$ cat src/rtl/fwd_hazard_ctrl_pkg.sv
// Shared types for the EX-stage forwarding/hazard controller: select encodings and the
// destination-register shadow slot carried down the pipeline.
package fwd_hazard_ctrl_pkg;

  localparam int unsigned RegAw = 5;

  typedef logic [1:0] fw_sel_t;

  localparam fw_sel_t FW_SEL_IDREG = 2'b00;
  localparam fw_sel_t FW_SEL_MEMWB = 2'b01;
  localparam fw_sel_t FW_SEL_EXMEM = 2'b10;

  localparam logic [RegAw-1:0] REG_ZERO = '0;

  typedef struct packed {
    logic             valid;
    logic [RegAw-1:0] rd;
    logic             regwrite;
    logic             memread;
  } slot_t;

  // $0 is hard-wired, so a write to it never produces a value worth forwarding.
  function automatic logic slot_writes(slot_t s, logic [RegAw-1:0] r);
    return s.valid & s.regwrite & (s.rd == r) & (r != REG_ZERO);
  endfunction

endpackage

$ cat src/rtl/fwd_hazard_ctrl_if.sv
// ID-stage instruction fields in, forwarding selects / stall status out.
interface fwd_hazard_ctrl_if #(
  parameter int unsigned REG_AW = 5,
  parameter int unsigned CNT_W  = 16
);
  logic              id_valid_i;
  logic [REG_AW-1:0] id_rs_i;
  logic [REG_AW-1:0] id_rt_i;
  logic              id_uses_rt_i;
  logic [REG_AW-1:0] id_rd_i;
  logic              id_regwrite_i;
  logic              id_memread_i;
  logic              flush_i;
  logic [1:0]        fw_a_o;
  logic [1:0]        fw_b_o;
  logic              stall_o;
  logic [CNT_W-1:0]  stall_cnt_o;

  modport master (
    output id_valid_i, id_rs_i, id_rt_i, id_uses_rt_i, id_rd_i, id_regwrite_i, id_memread_i,
    output flush_i,
    input  fw_a_o, fw_b_o, stall_o, stall_cnt_o
  );

  modport slave (
    input  id_valid_i, id_rs_i, id_rt_i, id_uses_rt_i, id_rd_i, id_regwrite_i, id_memread_i,
    input  flush_i,
    output fw_a_o, fw_b_o, stall_o, stall_cnt_o
  );
endinterface

$ cat src/rtl/fwd_match.sv
// Compares one source register against the EX and MEM shadow slots and picks the forwarding
// select; the EX slot is the younger producer and wins.
module fwd_match
  import fwd_hazard_ctrl_pkg::*;
(
  input  logic [RegAw-1:0] src_i,
  input  slot_t            ex_slot_i,
  input  slot_t            mem_slot_i,
  output fw_sel_t          sel_o
);

  always_comb begin
    sel_o = FW_SEL_IDREG;
    if (slot_writes(ex_slot_i, src_i)) begin
      sel_o = FW_SEL_EXMEM;
    end else if (slot_writes(mem_slot_i, src_i)) begin
      sel_o = FW_SEL_MEMWB;
    end
  end

endmodule

$ cat src/rtl/fwd_hazard_ctrl.sv
// Forwarding-select generator and load-use stall detector. Selects are registered one cycle
// ahead so they are stable when the instruction reaches EX.
module fwd_hazard_ctrl
  import fwd_hazard_ctrl_pkg::*;
#(
  parameter int unsigned REG_AW = RegAw,
  parameter int unsigned CNT_W  = 16
) (
  input logic               clk_i,
  input logic               rst_i,
  fwd_hazard_ctrl_if.slave  bus
);

  slot_t            ex_q, mem_q, id_slot;
  fw_sel_t          fw_a_q, fw_b_q, sel_a, sel_b;
  logic [CNT_W-1:0] cnt_q;
  logic [REG_AW-1:0] rs, rt;
  logic             stall, bubble, ex_hit;

  assign rs = bus.id_rs_i;
  assign rt = bus.id_rt_i;

  assign id_slot = '{valid:    1'b1,
                     rd:       bus.id_rd_i,
                     regwrite: bus.id_regwrite_i,
                     memread:  bus.id_memread_i};

  // Load result only exists at the end of MEM, so a consumer right behind it must wait.
  assign ex_hit = (ex_q.rd == rs) | (bus.id_uses_rt_i & (ex_q.rd == rt));
  assign stall  = bus.id_valid_i & ~bus.flush_i & ex_q.valid & ex_q.memread & ex_q.regwrite &
                  (ex_q.rd != REG_ZERO) & ex_hit;
  assign bubble = stall | bus.flush_i | ~bus.id_valid_i;

  fwd_match u_match_a (
    .src_i      (rs),
    .ex_slot_i  (ex_q),
    .mem_slot_i (mem_q),
    .sel_o      (sel_a)
  );

  fwd_match u_match_b (
    .src_i      (rt),
    .ex_slot_i  (ex_q),
    .mem_slot_i (mem_q),
    .sel_o      (sel_b)
  );

  always_ff @(posedge clk_i) begin
    if (rst_i) begin
      ex_q   <= '0;
      mem_q  <= '0;
      fw_a_q <= FW_SEL_IDREG;
      fw_b_q <= FW_SEL_IDREG;
      cnt_q  <= '0;
    end else begin
      mem_q  <= ex_q;
      ex_q   <= bubble ? '0 : id_slot;
      fw_a_q <= bubble ? FW_SEL_IDREG : sel_a;
      fw_b_q <= (bubble | ~bus.id_uses_rt_i) ? FW_SEL_IDREG : sel_b;
      if (stall && (cnt_q != '1)) begin
        cnt_q <= cnt_q + CNT_W'(1);
      end
    end
  end

  assign bus.fw_a_o      = fw_a_q;
  assign bus.fw_b_o      = fw_b_q;
  assign bus.stall_o     = stall;
  assign bus.stall_cnt_o = cnt_q;

endmodule

$ cat src/flat_wrapper.sv
// flat-port wrapper written by rule: the top's interface ports become plain ports
module fwd_hazard_ctrl_flat import fwd_hazard_ctrl_pkg::*;
#(
  parameter int unsigned REG_AW = RegAw,
  parameter int unsigned CNT_W  = 16
)
  (clk_i, rst_i, bus_id_valid_i, bus_id_rs_i, bus_id_rt_i, bus_id_uses_rt_i, bus_id_rd_i, bus_id_regwrite_i, bus_id_memread_i, bus_flush_i, bus_fw_a_o, bus_fw_b_o, bus_stall_o, bus_stall_cnt_o);
  fwd_hazard_ctrl_if #(.REG_AW(REG_AW), .CNT_W(CNT_W)) bus_i ();
  input logic clk_i;
  input logic rst_i;
  input wire logic [$bits(bus_i.id_valid_i)-1:0] bus_id_valid_i;
  input wire logic [$bits(bus_i.id_rs_i)-1:0] bus_id_rs_i;
  input wire logic [$bits(bus_i.id_rt_i)-1:0] bus_id_rt_i;
  input wire logic [$bits(bus_i.id_uses_rt_i)-1:0] bus_id_uses_rt_i;
  input wire logic [$bits(bus_i.id_rd_i)-1:0] bus_id_rd_i;
  input wire logic [$bits(bus_i.id_regwrite_i)-1:0] bus_id_regwrite_i;
  input wire logic [$bits(bus_i.id_memread_i)-1:0] bus_id_memread_i;
  input wire logic [$bits(bus_i.flush_i)-1:0] bus_flush_i;
  output wire logic [$bits(bus_i.fw_a_o)-1:0] bus_fw_a_o;
  output wire logic [$bits(bus_i.fw_b_o)-1:0] bus_fw_b_o;
  output wire logic [$bits(bus_i.stall_o)-1:0] bus_stall_o;
  output wire logic [$bits(bus_i.stall_cnt_o)-1:0] bus_stall_cnt_o;
  assign bus_i.id_valid_i = bus_id_valid_i;
  assign bus_i.id_rs_i = bus_id_rs_i;
  assign bus_i.id_rt_i = bus_id_rt_i;
  assign bus_i.id_uses_rt_i = bus_id_uses_rt_i;
  assign bus_i.id_rd_i = bus_id_rd_i;
  assign bus_i.id_regwrite_i = bus_id_regwrite_i;
  assign bus_i.id_memread_i = bus_id_memread_i;
  assign bus_i.flush_i = bus_flush_i;
  assign bus_fw_a_o = bus_i.fw_a_o;
  assign bus_fw_b_o = bus_i.fw_b_o;
  assign bus_stall_o = bus_i.stall_o;
  assign bus_stall_cnt_o = bus_i.stall_cnt_o;
  fwd_hazard_ctrl #(.REG_AW(REG_AW), .CNT_W(CNT_W)) u_core (.clk_i(clk_i), .rst_i(rst_i), .bus(bus_i));
endmodule
$ cat config.mk
export PLATFORM = sky130hd
export DESIGN_NAME = fwd_hazard_ctrl_flat
export DESIGN_NICKNAME = d
export VERILOG_FILES = /design/src/rtl/fwd_hazard_ctrl_pkg.sv /design/src/rtl/fwd_hazard_ctrl_if.sv /design/src/rtl/fwd_match.sv /design/src/rtl/fwd_hazard_ctrl.sv /design/src/flat_wrapper.sv
export SDC_FILE = /design/constraint.sdc
export NUM_CORES = 1
export LEC_CHECK = 0
export BUFFER_PORTS_ARGS = -buffer_cell sky130_fd_sc_hd__buf_2
export CORE_AREA = 2 2 66 68
export CTS_CLUSTER_SIZE = 12
export DETAILED_ROUTE_END_ITERATION = 8
export DIE_AREA = 0 0 68 70
export PLACE_DENSITY_LB_ADDON = 0.08
export SYNTH_ARGS = -nofsm -noshare
export SYNTH_HDL_FRONTEND = slang
export SYNTH_HIERARCHICAL = 1
export SYNTH_SLANG_ARGS = --single-unit
$ cat constraint.sdc
create_clock -name clk_i -period 1.9 [get_ports clk_i]
set_input_delay 0.19 -clock clk_i [delete_from_list [all_inputs] [get_ports clk_i]]
set_output_delay 0.19 -clock clk_i [all_outputs]
set_load 0.05 [all_outputs]
==> results of run 1 <==
## through the flow
stage          cells  setup TNS [ns]  power [mW]  hold WS [ns]  cell area, sq um
2_1_floorplan    203         -0.0127       0.829         0.312              1920
3_3_place_gp     317          -0.383       0.902         0.388              2370
3_5_place_dp     317          -0.384       0.903         0.393              2370
4_1_cts          329           -1.06        1.42        0.0987              2550
5_1_grt          329           -2.73        1.47         0.114              2610
6_report         329           -1.09        1.40         0.107              2610
## worst paths after layout
path                            slack, ns                    endpoint  depth (start not counted)                        from
worst max-delay path                -0.11                 bus_stall_o                          5              u_core/ex_q[5]
worst min-delay path                 0.11              u_core/ex_q[1]                          2           bus_id_regwrite_i
worst max register to register      -0.08              u_core/ex_q[5]                          6              u_core/ex_q[5]
worst min register to register       0.48  u_core/bus.stall_cnt_o[13]                          2  u_core/bus.stall_cnt_o[13]
## area by class of cell
type,count,share of cell area [%]
multi-input cells,158,46.7
flip-flops and latches,35,28.8
repair buffers,74,18.6
clock buffers,7,2.93
well taps,52,2.50
inverters,3,0.432
## where the power goes
part | internal, mW | switching (mW) | total, mW | leakage, nW
combinational | 0.0854 | 0.0802 | 0.166 | 0.649
sequential | 0.729 | 0.00710 | 0.736 | 0.296
clock | 0.252 | 0.250 | 0.502 | 0.0383
## placed cells by master (no fill, tap or decap), types with 3 or more instances in the layout
cell and n:
nor4_2 4, nand2_1 6, dfxtp_4 9, or4_1 6, or4_4 3, nand4_1 12
a21oi_1 9, or3_1 4, o31ai_1 5, dfxtp_2 12, buf_4 30, and3_1 3
nand3_1 9, nor2b_1 11, nor2_1 9, nor2_2 3, inv_1 3, mux2_2 4
dfxtp_1 14, clkbuf_8 5, and2_1 6, xnor2_1 28, and2_4 4, buf_2 41
## layer usage
layer  global-route usage (%)  up-vias  share of wire [%]
met5                        0        -                  0
met4                     6.89        0                1.9
met3                     5.15       10                3.7
met2                     36.7       39                 52
met1                     25.3      815                 42
li1                         -      887                  -
## critical path, cell delays in order, from the launching register on
cell	delay [ns]
dfxtp_4	0.34
or4_4	0.53
o211a_4	0.28
buf_12	0.12
and2_4	0.14
buf_8	0.14
## state kept, by name (all words and copies together) (netlist names)
name                    flops
u_core/bus.fw_a_o           2
u_core/bus.fw_b_o           2
u_core/bus.stall_cnt_o     16
u_core/ex_q                 8
u_core/mem_q                7
## timing repair
action	CTS	global route
setup endpoints to repair	24	27
pin swaps	11	7
gates resized for setup	18	13
cloned	1	0
setup buffers	4	0
hold buffers	0	0
==> results.ini, run 1 <==
[run_status]
outcome=finished, violations left
violations=negative setup slack

[routing]
vias=1751
first_pass_iters=4
drc=0
wirelength_mm=4.70
postRouteAntennaNets=0
wire_per_inst_um=14.3
drt_iter0_markers=66
viasPerCell=5.32

[floorplanning]
coreArea_sq_um=4140
die-area_sq_um=4760
rows=24
die_x_um=68
num_io_pins=43
initial_core_util_pct=44.8
die_y_um=70

[global_route]
track_usage_pct=21.3
antenna_found_initial=0
grt_max_degree=25
grt_pass1_vias=1634
grt-ovfl-total=0
grt_pass1_wl_mm=7.63

[pwr]
ir_drop_uv=403
power.leakage_nw=0.983
powerDensity_nw_per_um2=539

[clocking]
clock-root-buffer=clkbuf_8
clkLatencyLatePin_ns=0.28
cts_made_buffers=5
clock_sinks=35
cts_tree=built
clkTransAtPathRegs_ns=0.06
clock_path_buffers=2
h-tree-depth=2

[placed_design]
io_buffers=42
post-place-ws_ns=-0.0898
gp_congestion=0.910
dp_hpwl_mm=3.41

[min_path]
hold_class=input port to flip-flop

[sta]
fmaxAchievable_mhz=496
drv_slew=0
worstMarginPinSlew_ns=0.505
finalHoldViolCount=0
finalClockSkew_ns=0.00708
rsz0062_at_grt=true
max-slew-margin-rel_pct=66.3
post-route-period-util_pct=106
fin_crit_ns=2.01
worst_slack_ns=-0.114
setup_viol_count_final=25

[setup_path]
cp.required_ns=1.71
cp_max_fo=2
start_kind=flip-flop
crit_arrival_ns=1.82
endpoint_kind=output port
crit_type=flip-flop to output port

[finish]
ff_latch_area_sq_um=749
final_core_util_pct=62.9
drive_above_1_share_pct=47.3
antenna_cells=0
multi_input_area_sq_um=1220
nFillCells=354
finalNetCount=300
areaGrowthSynthToFinish_pct=40.4

[synthesis]
netlist_area_sq_um=1860
synth_fp_nets=226
avgSynthCellArea_sq_um=9.14
syn_inst=203
synth.yosys.warnings=6

[flow_run]
maxCapViolCount=0

No activity file was read; power rests on OpenSTA's default activity.
==> run 2: changes to the inputs <==
--- a/config.mk
+++ b/config.mk
@@ -6,11 +6,13 @@
 export NUM_CORES = 1
 export LEC_CHECK = 0
 export BUFFER_PORTS_ARGS = -buffer_cell sky130_fd_sc_hd__buf_2
-export CORE_AREA = 2 2 66 68
+export CORE_AREA = 2 2 65 67
+export CTS_BUF_LIST = sky130_fd_sc_hd__clkbuf_4 sky130_fd_sc_hd__clkbuf_8
 export CTS_CLUSTER_SIZE = 12
 export DETAILED_ROUTE_END_ITERATION = 8
-export DIE_AREA = 0 0 68 70
+export DIE_AREA = 0 0 67 69
 export PLACE_DENSITY_LB_ADDON = 0.08
+export SETUP_SLACK_MARGIN = 0.2
 export SYNTH_ARGS = -nofsm -noshare
 export SYNTH_HDL_FRONTEND = slang
 export SYNTH_HIERARCHICAL = 1
==> results.ini, run 2 (synthesis results as in run 1) <==
[finish]
final_core_util_pct=71.1
ff_latch_area_sq_um=751
final_area_sq_um=2780
areaGrowthSynthToFinish_pct=50.0
layout_common_cells=buf_2, xnor2_1, buf_4, dfxtp_1, dfxtp_2
drive_above_1_share_pct=55.7
final_common_cell=buf_2
finalNetCount=302
stdcell_count=330
multi_input_area_sq_um=1310
largest_register_ffs=16
nFillCells=316
antenna_cells=0

[sta]
drv_slew=0
rsz0062_at_grt=true
finalClockSkew_ns=0.0114
fin_crit_ns=2.03
setup_viol_count_final=20
worstMarginPinSlew_ns=0.544
hold_slack_ns=0.101
finalHoldViolCount=0
post-route-period-util_pct=107
fmaxAchievable_mhz=492
max-slew-margin-rel_pct=63.7
worst_slack_ns=-0.134

[routing]
vias=1810
drt-met1-wl_mm=1.99
postRouteAntennaNets=0
first_pass_iters=4
drt_iter0_markers=79
wire_per_inst_um=14.5
drc=0
dr.max_layer_used=met4
wirelength_mm=4.79
dr_wl_met2_mm=2.51
wl_met3_um=196
viasPerCell=5.48

[placed_design]
io_buffers=42
placed_cells=312
dp_hpwl_mm=3.36
gp_congestion=0.835
place_area_sq_um=2360

[pwr]
powerDensity_nw_per_um2=545
ir_drop_uv=551
power.leakage_nw=1.05

[clocking]
clock_sinks=35
clock-root-buffer=clkbuf_8
clkTransAtPathRegs_ns=0.07
cts_tree=built
clkLatencyLatePin_ns=0.29
h-tree-depth=2
cts_made_buffers=5
clock_path_buffers=2

[min_path]
hold_path_startpoint=bus_id_rd_i[4]
worstHoldEndpoint=u_core/ex_q[6]
holdPathStages=2
hold_class=input port to flip-flop

[flow_run]
maxCapViolCount=0

[setup_path]
crit_arrival_ns=1.84
start_kind=flip-flop
cp.required_ns=1.71
reg2reg_depth=6
crit_type=flip-flop to output port
endpoint_kind=output port
reg2reg_setup_slack_ns=-0.08
r2r_end=u_core/bus.fw_b_o[0]
cp_max_fo=2
r2r-start=u_core/ex_q[5]

[global_route]
grt_max_degree=25
grt_pass1_vias=1701
grt_pass1_wl_mm=7.78
antenna_found_initial=0
track_usage_pct=21.7
grt-ovfl-total=0

[floorplanning]
die-area_sq_um=4620
die_y_um=69
initial_core_util_pct=47.4
num_io_pins=43
coreArea_sq_um=3910
die_x_um=67
rows=23

[run_status]
outcome=finished, violations left
violations=negative setup slack

-- run 2: area by class of cell --
cell class	instances	share of cell area (%)
Sequential cell	35	27.0
Timing Repair Buffer	77	19.4
Inverter	3	0.405
Clock buffer	8	3.73
Multi-Input combinational cell	157	47.2
Tap cell	50	2.25
-- run 2: worst max-delay path, cell delays in order, from the launching register on --
cell     delay [ns]
dfxtp_4        0.34
or4_4          0.53
o211a_4        0.28
buf_12         0.12
and2_4         0.14
buf_8          0.14
-- run 2: power by group --
group / switching, mW / internal [mW] / leakage [nW] / total, mW
sequential: 0.00731 / 0.729 / 0.297 / 0.737
combinational: 0.0823 / 0.0892 / 0.697 / 0.171
clock: 0.264 / 0.345 / 0.0549 / 0.609
total: 0.353 / 1.16 / 1.05 / 1.52
-- run 2: worst max-delay path by stage --
stage,start,end,cells after the start,slack (ns)
4_1_cts,u_core/ex_q[5],bus_stall_o,5,-0.14
2_1_floorplan,u_core/bus.stall_cnt_o[1],u_core/bus.stall_cnt_o[8],7,-0.004
3_3_place_gp,u_core/ex_q[2],u_core/bus.stall_cnt_o[8],6,0.02
5_1_grt,u_core/ex_q[5],u_core/bus.fw_b_o[0],6,-0.18
6_report,u_core/ex_q[5],bus_stall_o,5,-0.13
3_5_place_dp,u_core/ex_q[2],u_core/bus.fw_b_o[1],5,0.005
-- run 2: timing repair --
item,4_1_cts,5_1_grt
buffers inserted,5,5
cloned,0,0
pin swaps,12,20
gates resized for setup,15,42
hold buffers,0,0
endpoints found under the setup margin,29,29
-- run 2: per-layer routing --
| layer | vias up | GRT usage, % |
|---|---|---|
| met2 | 44 | 36.9 |
| met5 | - | 0 |
| li1 | 896 | - |
| met3 | 12 | 4.89 |
| met1 | 858 | 26.4 |
| met4 | 0 | 7.26 |
-- run 2: metrics by stage --
step / setup TNS [ns] / setup WS [ns] / total power, mW
final: -0.825 / -0.134 / 1.52
after global routing: -2.34 / -0.177 / 1.58
after CTS: -1.14 / -0.136 / 1.52
after detailed placement: 0 / 0.00549 / 0.902
after global placement: 0 / 0.0203 / 0.902
after floorplan: -0.00485 / -0.00435 / 0.830
==> run 3: changes to the inputs <==
--- a/config.mk
+++ b/config.mk
@@ -11,6 +11,7 @@
 export CTS_CLUSTER_SIZE = 12
 export DETAILED_ROUTE_END_ITERATION = 8
 export DIE_AREA = 0 0 67 69
+export MAX_ROUTING_LAYER = met4
 export PLACE_DENSITY_LB_ADDON = 0.08
 export SETUP_SLACK_MARGIN = 0.2
 export SYNTH_ARGS = -nofsm -noshare
==> results.ini, run 3 (synthesis results as in run 1) <==
[finish]
nFillCells=316
areaGrowthSynthToFinish_pct=50.0
largest_register_ffs=16
drive_above_1_share_pct=55.7
antenna_cells=0
layout_common_cells=buf_2, xnor2_1, buf_4, dfxtp_1, dfxtp_2
stdcell_count=330
finalNetCount=302
final_common_cell=buf_2

[run_status]
violations=negative setup slack
outcome=finished, violations left

[setup_path]
endpoint_kind=output port
crit_end=bus_stall_o
critPathLaunch=u_core/ex_q[5]
r2r-start=u_core/ex_q[5]
start_kind=flip-flop
cp_max_fo=2
r2r_end=u_core/bus.fw_b_o[0]
crit_arrival_ns=1.84
reg2reg_depth=6
crit_type=flip-flop to output port
reg2reg_setup_slack_ns=-0.08
cp.required_ns=1.71

[pwr]
power.leakage_nw=1.05
ir_drop_uv=551
powerDensity_nw_per_um2=545

[placed_design]
dp_hpwl_mm=3.36
io_buffers=42
gp_congestion=0.848
placed_cells=312

[floorplanning]
rows=23
coreArea_sq_um=3910
num_io_pins=43
die-area_sq_um=4620
initial_core_util_pct=47.4
die_y_um=69
die_x_um=67

[sta]
worstMarginPinSlew_ns=0.544
fin_crit_ns=2.03
rsz0062_at_grt=true
fmaxAchievable_mhz=492
max-slew-margin-rel_pct=63.8
post-route-period-util_pct=107
drv_slew=0
finalHoldViolCount=0
hold_slack_ns=0.101
worst_slack_ns=-0.134
finalClockSkew_ns=0.0116
setup_viol_count_final=19

[clocking]
clkTransAtPathRegs_ns=0.07
clock-root-buffer=clkbuf_8
cts_tree=built
clkLatencyLatePin_ns=0.29
clock_path_buffers=2
cts_made_buffers=5
h-tree-depth=2
clock_sinks=35

[min_path]
hold_class=input port to flip-flop
holdPathStages=2

[global_route]
grt-ovfl-total=0
grt_pass1_wl_mm=7.78
grt_pass1_vias=1701
track_usage_pct=22.3
antenna_found_initial=0
grt_max_degree=25

[flow_run]
maxCapViolCount=0

[routing]
drt_iter0_markers=79
wire_per_inst_um=14.5
viasPerCell=5.50
postRouteAntennaNets=0
wirelength_mm=4.79
drc=0
vias=1814
first_pass_iters=4

[run 3: cell counts in the layout (fill, tap and decap cells not counted)]
Identical to the previous run, type by type.
[run 3: stage by stage]
stage          power [mW]  setup TNS, ns  setup slack (ns)  area [sq um]  utilization [%]
2_1_floorplan       0.830       -0.00485          -0.00435          1940                -
5_1_grt              1.58          -2.34            -0.177          2780             71.1
4_1_cts              1.52          -1.14            -0.136          2570             65.8
3_3_place_gp        0.902              0            0.0203          2360             60.4
6_report             1.52         -0.810            -0.134          2780             71.1
3_5_place_dp        0.902              0           0.00549          2360             60.4
[run 3: what timing repair did]
action	4_1_cts	5_1_grt
buffers inserted	5	5
resized for setup	15	42
hold buffers	0	0
endpoints found under the setup margin	29	29
pin swaps	12	20
gates cloned	0	0
[run 3: where the power goes]
group,switching (mW),leakage [nW],internal (mW)
logic,0.0823,0.697,0.0892
clock network,0.264,0.0549,0.345
registers,0.00729,0.297,0.729
[run 3: critical path, cell delays in order (launching register included)]
cell     delay [ns]
dfxtp_4        0.34
or4_4          0.53
o211a_4        0.28
buf_12         0.12
and2_4         0.14
buf_8          0.14
[run 3: routing by layer]
metal / up-vias / share of wire (%) / global-route usage (%)
li1: 897 / - / -
met1: 859 / 41 / 26.4
met2: 46 / 52 / 36.9
met3: 12 / 4.1 / 4.89
met4: 0 / 2.1 / 7.26
met5: - / 0 / -
[run 3: how the worst min path moves through the flow]
stage / from / endpoint / slack (ns)
final: bus_id_rd_i[4] / u_core/ex_q[6] / 0.10
after global routing: bus_id_rd_i[4] / u_core/ex_q[6] / 0.1
after CTS: bus_id_rd_i[4] / u_core/ex_q[6] / 0.09
after detailed placement: bus_id_rd_i[1] / u_core/ex_q[3] / 0.39
after global placement: bus_id_regwrite_i / u_core/ex_q[1] / 0.39
after floorplan: bus_id_rd_i[0] / u_core/ex_q[2] / 0.31
[run 3: area by class of cell]
class	instances	area [sq um]	share of cell area, %
clock buffers	8	104	3.73
repair buffers	77	541	19.4
inverters	3	11.3	0.405
flip-flops and latches	35	751	27.0
multi-input cells	157	1310	47.2
well taps	50	62.6	2.25
